==> config.mk <==
export PLATFORM = sky130hd
export DESIGN_NAME = rat_path_tracer
export DESIGN_NICKNAME = d
export VERILOG_FILES = /design/src/rtl/rat_pkg.sv /design/src/rtl/rat_move_fifo.sv /design/src/rtl/rat_path_tracer.sv
export SDC_FILE = /design/constraint.sdc
export NUM_CORES = 1
export LEC_CHECK = 0
export CELL_PAD_IN_SITES_DETAIL_PLACEMENT = 0
export CELL_PAD_IN_SITES_GLOBAL_PLACEMENT = 1
export CORE_MARGIN = 3
export CORE_UTILIZATION = 25
export CTS_CLUSTER_DIAMETER = 120
export DETAILED_ROUTE_END_ITERATION = 7
export PLACE_DENSITY_LB_ADDON = 0.1
export SYNTH_ARGS = -nofsm -noshare
export SYNTH_HDL_FRONTEND = slang
export SYNTH_SLANG_ARGS = --single-unit
==> constraint.sdc <==
create_clock -name Clk -period 2.81 [get_ports Clk]
set_clock_uncertainty 0.15 [all_clocks]
set_input_delay 0.562 -clock Clk [delete_from_list [all_inputs] [get_ports Clk]]
set_output_delay 0.562 -clock Clk [all_outputs]
set_load 0.02 [all_outputs]
==> src/rtl/rat_pkg.sv <==
// rat_pkg: shared types and constants for the rat path tracer.
//   move_t  - 2-bit move encoding produced by the maze solver
//   err_t   - error code reported on ErrCode
//   state_t - tracer control states
//   MAZE_MAX - largest coordinate of the default 16x16 maze
package rat_pkg;

  localparam int MAZE_MAX = 15;

  typedef enum logic [1:0] {
    UP    = 2'b00,
    RIGHT = 2'b01,
    LEFT  = 2'b10,
    DOWN  = 2'b11
  } move_t;

  typedef enum logic [1:0] {
    ERR_NONE = 2'b00,
    ERR_OOB  = 2'b01,
    ERR_FAIL = 2'b10,
    ERR_OVF  = 2'b11
  } err_t;

  typedef enum logic [1:0] {
    IDLE   = 2'b00,
    ACTIVE = 2'b01,
    DONE   = 2'b10,
    ERROR  = 2'b11
  } state_t;

endpackage

==> src/rtl/rat_move_fifo.sv <==
// rat_move_fifo: synchronous FIFO holding solver moves.
//   Clk, Rst      - clock, synchronous active-high reset
//   flush_i       - empties the FIFO (wins over push/pop)
//   push_i        - write push_data_i when not full
//   pop_i         - advance the head when not empty
//   pop_data_o    - head entry (valid while not empty)
//   full_o/empty_o - derived from the registered occupancy
module rat_move_fifo
  import rat_pkg::*;
#(
  parameter int DEPTH = 16
) (
  input  logic  Clk,
  input  logic  Rst,
  input  logic  flush_i,
  input  logic  push_i,
  input  move_t push_data_i,
  input  logic  pop_i,
  output move_t pop_data_o,
  output logic  full_o,
  output logic  empty_o
);

  localparam int AW = $clog2(DEPTH);

  // Small 2-bit-wide store; read asynchronously so the head is visible
  // in the same cycle the pacer decides to pop it.
  move_t          mem_q [DEPTH];
  logic [AW-1:0]  wr_ptr_q;
  logic [AW-1:0]  rd_ptr_q;
  logic [AW:0]    count_q;
  logic           push_ok;
  logic           pop_ok;

  assign full_o     = (count_q == (AW+1)'(DEPTH));
  assign empty_o    = (count_q == '0);
  assign push_ok    = push_i & ~full_o;
  assign pop_ok     = pop_i & ~empty_o;
  assign pop_data_o = mem_q[rd_ptr_q];

  always_ff @(posedge Clk) begin
    if (push_ok) mem_q[wr_ptr_q] <= push_data_i;
  end

  // Pointers wrap naturally because DEPTH is a power of two.
  always_ff @(posedge Clk) begin
    if (Rst || flush_i) begin
      wr_ptr_q <= '0;
      rd_ptr_q <= '0;
      count_q  <= '0;
    end else begin
      if (push_ok) wr_ptr_q <= wr_ptr_q + 1'b1;
      if (pop_ok)  rd_ptr_q <= rd_ptr_q + 1'b1;
      case ({push_ok, pop_ok})
        2'b10:   count_q <= count_q + 1'b1;
        2'b01:   count_q <= count_q - 1'b1;
        default: count_q <= count_q;
      endcase
    end
  end

endmodule

==> src/rtl/rat_path_tracer.sv <==
// rat_path_tracer: buffers the solver's move stream and replays it at a
// paced rate, integrating each move into an (X,Y) maze position.
//   Clk, Rst             - clock, synchronous active-high reset
//   Start                - one-cycle pulse, begins a new trace
//   MoveValid/Move       - incoming solver move, accepted when MoveReady
//   MoveReady            - high in ACTIVE while the FIFO is not full
//   RatDone / RatFail    - solver end-of-path / no-path indications
//   PosX, PosY, PosValid - replayed position and its one-cycle strobe
//   StepCount            - moves replayed (never exceeds 255)
//   Finished, AtGoal     - clean completion, and completion at the corner
//   ErrCode              - none / out-of-bounds / rat fail / step overflow
module rat_path_tracer
  import rat_pkg::*;
#(
  parameter int DEPTH       = 16,
  parameter int STEP_CYCLES = 4,
  parameter int CW          = 4
) (
  input  logic          Clk,
  input  logic          Rst,
  input  logic          Start,
  input  logic          MoveValid,
  input  logic [1:0]    Move,
  output logic          MoveReady,
  input  logic          RatDone,
  input  logic          RatFail,
  output logic [CW-1:0] PosX,
  output logic [CW-1:0] PosY,
  output logic          PosValid,
  output logic [7:0]    StepCount,
  output logic          Finished,
  output logic          AtGoal,
  output logic [1:0]    ErrCode
);

  localparam int PW = (STEP_CYCLES > 1) ? $clog2(STEP_CYCLES) : 1;
  localparam logic [CW-1:0] POS_MAX = '1;

  state_t        state_q;
  logic [PW-1:0] pace_q;
  logic          end_q;
  logic          pend_q;       // a popped move waiting to be integrated
  move_t         pend_move_q;
  logic [CW-1:0] pos_x_q, pos_y_q;
  logic          pos_valid_q;
  logic [7:0]    step_q;
  err_t          err_q;
  logic          finished_q, at_goal_q;

  logic          active, tick;
  logic          fifo_push, fifo_pop, fifo_flush, fifo_full, fifo_empty;
  move_t         fifo_head;
  logic [CW-1:0] next_x, next_y;
  logic          next_oob;

  assign active     = (state_q == ACTIVE);
  assign tick       = (pace_q == PW'(STEP_CYCLES - 1));
  // Start and RatFail flush the FIFO, so pushes/pops in those cycles are moot.
  assign fifo_flush = Start | (active & RatFail);
  assign fifo_push  = active & MoveValid & ~Start;
  assign fifo_pop   = active & tick & ~fifo_empty & ~RatFail & ~Start;

  rat_move_fifo #(.DEPTH(DEPTH)) u_fifo (
    .Clk         (Clk),
    .Rst         (Rst),
    .flush_i     (fifo_flush),
    .push_i      (fifo_push),
    .push_data_i (move_t'(Move)),
    .pop_i       (fifo_pop),
    .pop_data_o  (fifo_head),
    .full_o      (fifo_full),
    .empty_o     (fifo_empty)
  );

  // Next position for the pending move, with edge detection in place of
  // a wider signed adder.
  always_comb begin
    next_x   = pos_x_q;
    next_y   = pos_y_q;
    next_oob = 1'b0;
    case (pend_move_q)
      UP:      if (pos_y_q == '0)      next_oob = 1'b1; else next_y = pos_y_q - 1'b1;
      RIGHT:   if (pos_x_q == POS_MAX) next_oob = 1'b1; else next_x = pos_x_q + 1'b1;
      LEFT:    if (pos_x_q == '0)      next_oob = 1'b1; else next_x = pos_x_q - 1'b1;
      default: if (pos_y_q == POS_MAX) next_oob = 1'b1; else next_y = pos_y_q + 1'b1;
    endcase
  end

  always_ff @(posedge Clk) begin
    if (Rst) begin
      state_q     <= IDLE;
      pace_q      <= '0;
      end_q       <= 1'b0;
      pend_q      <= 1'b0;
      pend_move_q <= UP;
      pos_x_q     <= '0;
      pos_y_q     <= '0;
      pos_valid_q <= 1'b0;
      step_q      <= '0;
      err_q       <= ERR_NONE;
      finished_q  <= 1'b0;
      at_goal_q   <= 1'b0;
    end else begin
      pos_valid_q <= 1'b0;
      if (Start) begin
        state_q    <= ACTIVE;
        pace_q     <= '0;
        end_q      <= 1'b0;
        pend_q     <= 1'b0;
        pos_x_q    <= '0;
        pos_y_q    <= '0;
        step_q     <= '0;
        err_q      <= ERR_NONE;
        finished_q <= 1'b0;
        at_goal_q  <= 1'b0;
      end else if (state_q == ACTIVE) begin
        pace_q <= tick ? '0 : pace_q + 1'b1;
        if (RatFail) begin
          // Any pop this cycle or move still pending is dropped.
          err_q   <= ERR_FAIL;
          state_q <= ERROR;
          pend_q  <= 1'b0;
        end else begin
          if (RatDone) end_q <= 1'b1;
          pend_q <= fifo_pop;
          if (fifo_pop) pend_move_q <= fifo_head;
          if (pend_q) begin
            if (step_q == 8'hFF) begin
              err_q   <= ERR_OVF;
              state_q <= ERROR;
            end else if (next_oob) begin
              err_q   <= ERR_OOB;
              state_q <= ERROR;
            end else begin
              pos_x_q     <= next_x;
              pos_y_q     <= next_y;
              pos_valid_q <= 1'b1;
              step_q      <= step_q + 1'b1;
            end
          end else if (end_q && fifo_empty && !fifo_pop) begin
            state_q    <= DONE;
            finished_q <= 1'b1;
            at_goal_q  <= (pos_x_q == POS_MAX) && (pos_y_q == POS_MAX);
          end
        end
      end
    end
  end

  assign MoveReady = active & ~fifo_full;
  assign PosX      = pos_x_q;
  assign PosY      = pos_y_q;
  assign PosValid  = pos_valid_q;
  assign StepCount = step_q;
  assign Finished  = finished_q;
  assign AtGoal    = at_goal_q;
  assign ErrCode   = err_q;

endmodule

==> flow_summary.yaml <==
cells_and_area:
  layout-drive-gt1-share_pct: 17.21
  mostFrequentLayoutCell: "nor2_1"
  most-common-layout-cells: "nor2_1 (42), dfxtp_1 (38), edfxtp_1 (32), a21oi_1 (31), clkdlybuf4s50_1 (28)"
  area_growth_syn_to_layout_pct: 26.38
  fin_area_um2: 4687
  fin_nets: 425
  n_fill_cell: 1482
  antennaDiodeCount: 0
grt:
  grt_max_degree: 23
  grt_pass1_vias: 2816
  grt_use_met3_pct: 3.208
  grt_use_met2_pct: 18.73
  grt_antenna_before_repair: 0
  grt-ovfl-total: 0
  grt_pass1_wl_um: 14520
  grtUsageTotal_pct: 11.21
  busiest_layer: "met2"
  grt_use_met1_pct: 13.83
synthesis:
  synth_warnings: 0
  netlist_area_um2: 3709
  async_flop_share_pct: 0
  synthTopCellsByArea: "edfxtp_1 (26%), dfxtp_1 (23%), ha_1 (6.4%)"
  synth_cell_types: 51
  synth.net_count: 375
  synth_seq_area_share_pct: 48.58
  syn_area_per_cell_um2: 10.72
  synth_top_area_share_pct: 25.91
  synth_cells: 346
  synth_edf_count: 32
  ys_ff_latch: 74
  synthFlopType: "dfxtp_1"
  yosysTopAreaCell: "edfxtp_1"
detailed_routing:
  dr.pass1.iters: 4
  vias: 2675
  routedWlPerCell_um: 14.30
  vias_per_cell: 4.604
  drc: 0
  drt-total-wl_um: 8306
  final_antenna_net_count: 0
  drtIter0Drc: 129
flow_run:
  drv_cap: 0
placement:
  gp_congestion: 0.7443
  portBuffers: 29
  placed_area_um2: 4333
  hpwl_um: 5996
cts:
  cts.clk_slew.worst_paths_ps: 60
  cts_root_buf: "clkbuf_16"
  cts_buffers: 9
  cts_hold_buf: 0
  clkSinkCount: 74
  insertion_delay_ps: 340
  clockBufferDepth: 2
  htreeDepth: 3
  cts_tree: "done"
sta:
  layout_min_cycle_time_ps: 2685
  finalMaxSlewViolations: 0
  maxSlewHeadroom_pct: 60.30
  finalSetupViolCount: 0
  finalCritPeriodShare_pct: 95.57
  tightest_slew_ps: 594.7
  fmax_mhz: 372.4
  timing.setup.tns_ps: 0
  hold_violations: 0
critical_path:
  reg2reg_to: "u_fifo.count_q[4]"
  reg2reg_setup_slack_ps: 140
  crit_family: "compound AO/OA/AOI/OAI gates"
  rr_startpoint: "u_fifo.count_q[3]"
  critPathRequiredTime_ps: 2930
  slowest_delay_ps: 460
  worstSetupStartpointType: "primary input"
  crit_type: "in -> reg"
  crit_chain: "clkdlybuf4s50_1 -> inv_1 -> a2111oi_4 -> inv_1 -> ha_2 -> xor2_1 -> ha_2 -> a211o_1 -> a21oi_2 -> a221oi_2 -> or3_1 -> a21oi_1"
  critPathBufInv: 3
  end_kind: "register"
  arrival_ps: 2800
  cp_max_fo: 3
  r2r_cells: 12
  worst_path_max_delay_cell: "clkdlybuf4s50_1"
die:
  die_area_um2: 16330
  chipHeight_um: 127.8
  start_util_pct: 26.11
  coreArea_um2: 14200
  fp-row-count: 43
  ios: 30
  fp.dieW_um: 127.8
min_path:
  min_to: "Finished"
  hold_path_depth: 2
  hold_class: "reg -> reg"
  min-delay-start: "Finished"
power_and_ir_drop:
  cellLeakagePower_nw: 1.566
  ir_drop_mv: 0.3187
  p_per_area_nw_per_um2: 519.5
run_status:
  status: "finished, final reports clean"
[power breakdown]
part / switching (W) / internal [W]
logic: 0.0000467 / 0.0000330
clock network: 0.000451 / 0.000777
registers: 0.00000348 / 0.00112
total: 0.000501 / 0.00193
[worst max path at each step]
stage | startpoint | endpoint | slack, ps | cells after the start
floorplan | RatFail | u_fifo.count_q[4] | -100 | 10
global placement | Start | u_fifo.count_q[4] | -300 | 11
detailed placement | Start | u_fifo.count_q[4] | -360 | 11
CTS | MoveValid | u_fifo.count_q[4] | 30 | 12
global route | u_fifo.count_q[3] | u_fifo.count_q[4] | -50 | 12
finish | MoveValid | u_fifo.count_q[4] | 120 | 12
[final cells by class]
class / instances / area [µm²] / share of cell area (%)
well taps: 180 / 225.2 / 4.805
inverters: 21 / 78.83 / 1.682
multi-input cells: 235 / 1777 / 37.91
clock buffers: 11 / 232.7 / 4.965
repair buffers: 55 / 484.2 / 10.33
clock inverters: 5 / 80.08 / 1.708
flip-flops and latches: 74 / 1809 / 38.60
[cell families (layout without fill, tap and decap cells)]
logic type / after synthesis / in the layout / synth area share (%)
XOR/XNOR: 15 / 15 / 3.543
AO/OA/AOI/OAI: 78 / 78 / 15.15
adder cells (fa/ha/maj): 21 / 21 / 7.490
multiplexers: 10 / 10 / 5.398
AND/OR/NAND/NOR: 111 / 111 / 15.45
buffers and inverters: 37 / 92 / 4.386
flip-flops: 74 / 74 / 48.58
[through the flow]
step	util, %	cells	hold WS [ps]	setup slack [ps]	total power [W]
final	33.00	581	298.4	124.5	0.002435
after detailed placement	30.51	564	294.8	-363.2	0.001233
after floorplan	-	346	278.6	-100.6	0.001191
after global placement	30.51	564	282.0	-298.4	0.001234
after CTS	32.70	580	304.8	31.85	0.002482
after global routing	33.00	581	340.5	-50.25	0.002534
[synthesized netlist by cell type (3+ instances only)]
cell,n
a21oi_1,32
a21o_1,4
a2111oi_4,3
dfxtp_1,42
or3_1,8
or4_1,5
o21ai_0,9
inv_1,21
clkbuf_1,6
xnor2_1,7
nor3_1,7
a22oi_1,3
ha_1,19
nand4_1,5
nand3_1,10
nor2_1,42
nand2b_1,6
o21ai_1,4
o31ai_1,9
edfxtp_1,32
xor2_1,8
buf_1,3
mux4_2,8
buf_2,4
nand2_1,15
[registers in the layout, summed over array words and instances, names as in the netlist]
register and flops:
AtGoal 1, ErrCode 2, Finished 1, PosValid 1, PosX 4, PosY 4, StepCount 8, end_q 1
pace_q 2, pend_move_q 2, pend_q 1, state_q 2, u_fifo.count_q 5, u_fifo.mem_q 32, u_fifo.rd_ptr_q 4, u_fifo.wr_ptr_q 4
[per-layer routing]
metal	routed length [µm]	part of all wire (%)	vias up
met3	269	3.2	9
met1	3937	47	1271
met5	0	0	-
met2	3959	48	37
met4	139	1.7	0
li1	-	-	1358
[worst reg2reg max path, stage by stage (launching register included)]
cell,delay [ps]
dfxtp_4,380
nor4_4,40
buf_4,150
a2111oi_4,360
inv_1,100
ha_2,190
xor2_1,160
ha_2,190
a211o_1,280
a21oi_2,130
a221oi_2,50
or3_1,310
a21oi_1,120
[timing repair]
item | in CTS | in global routing
setup buffers | 0 | 1
pin swaps | 0 | 5
setup endpoints to repair | 1 | 1
resized for setup | 1 | 10
(Power assumes the default switching activity.)
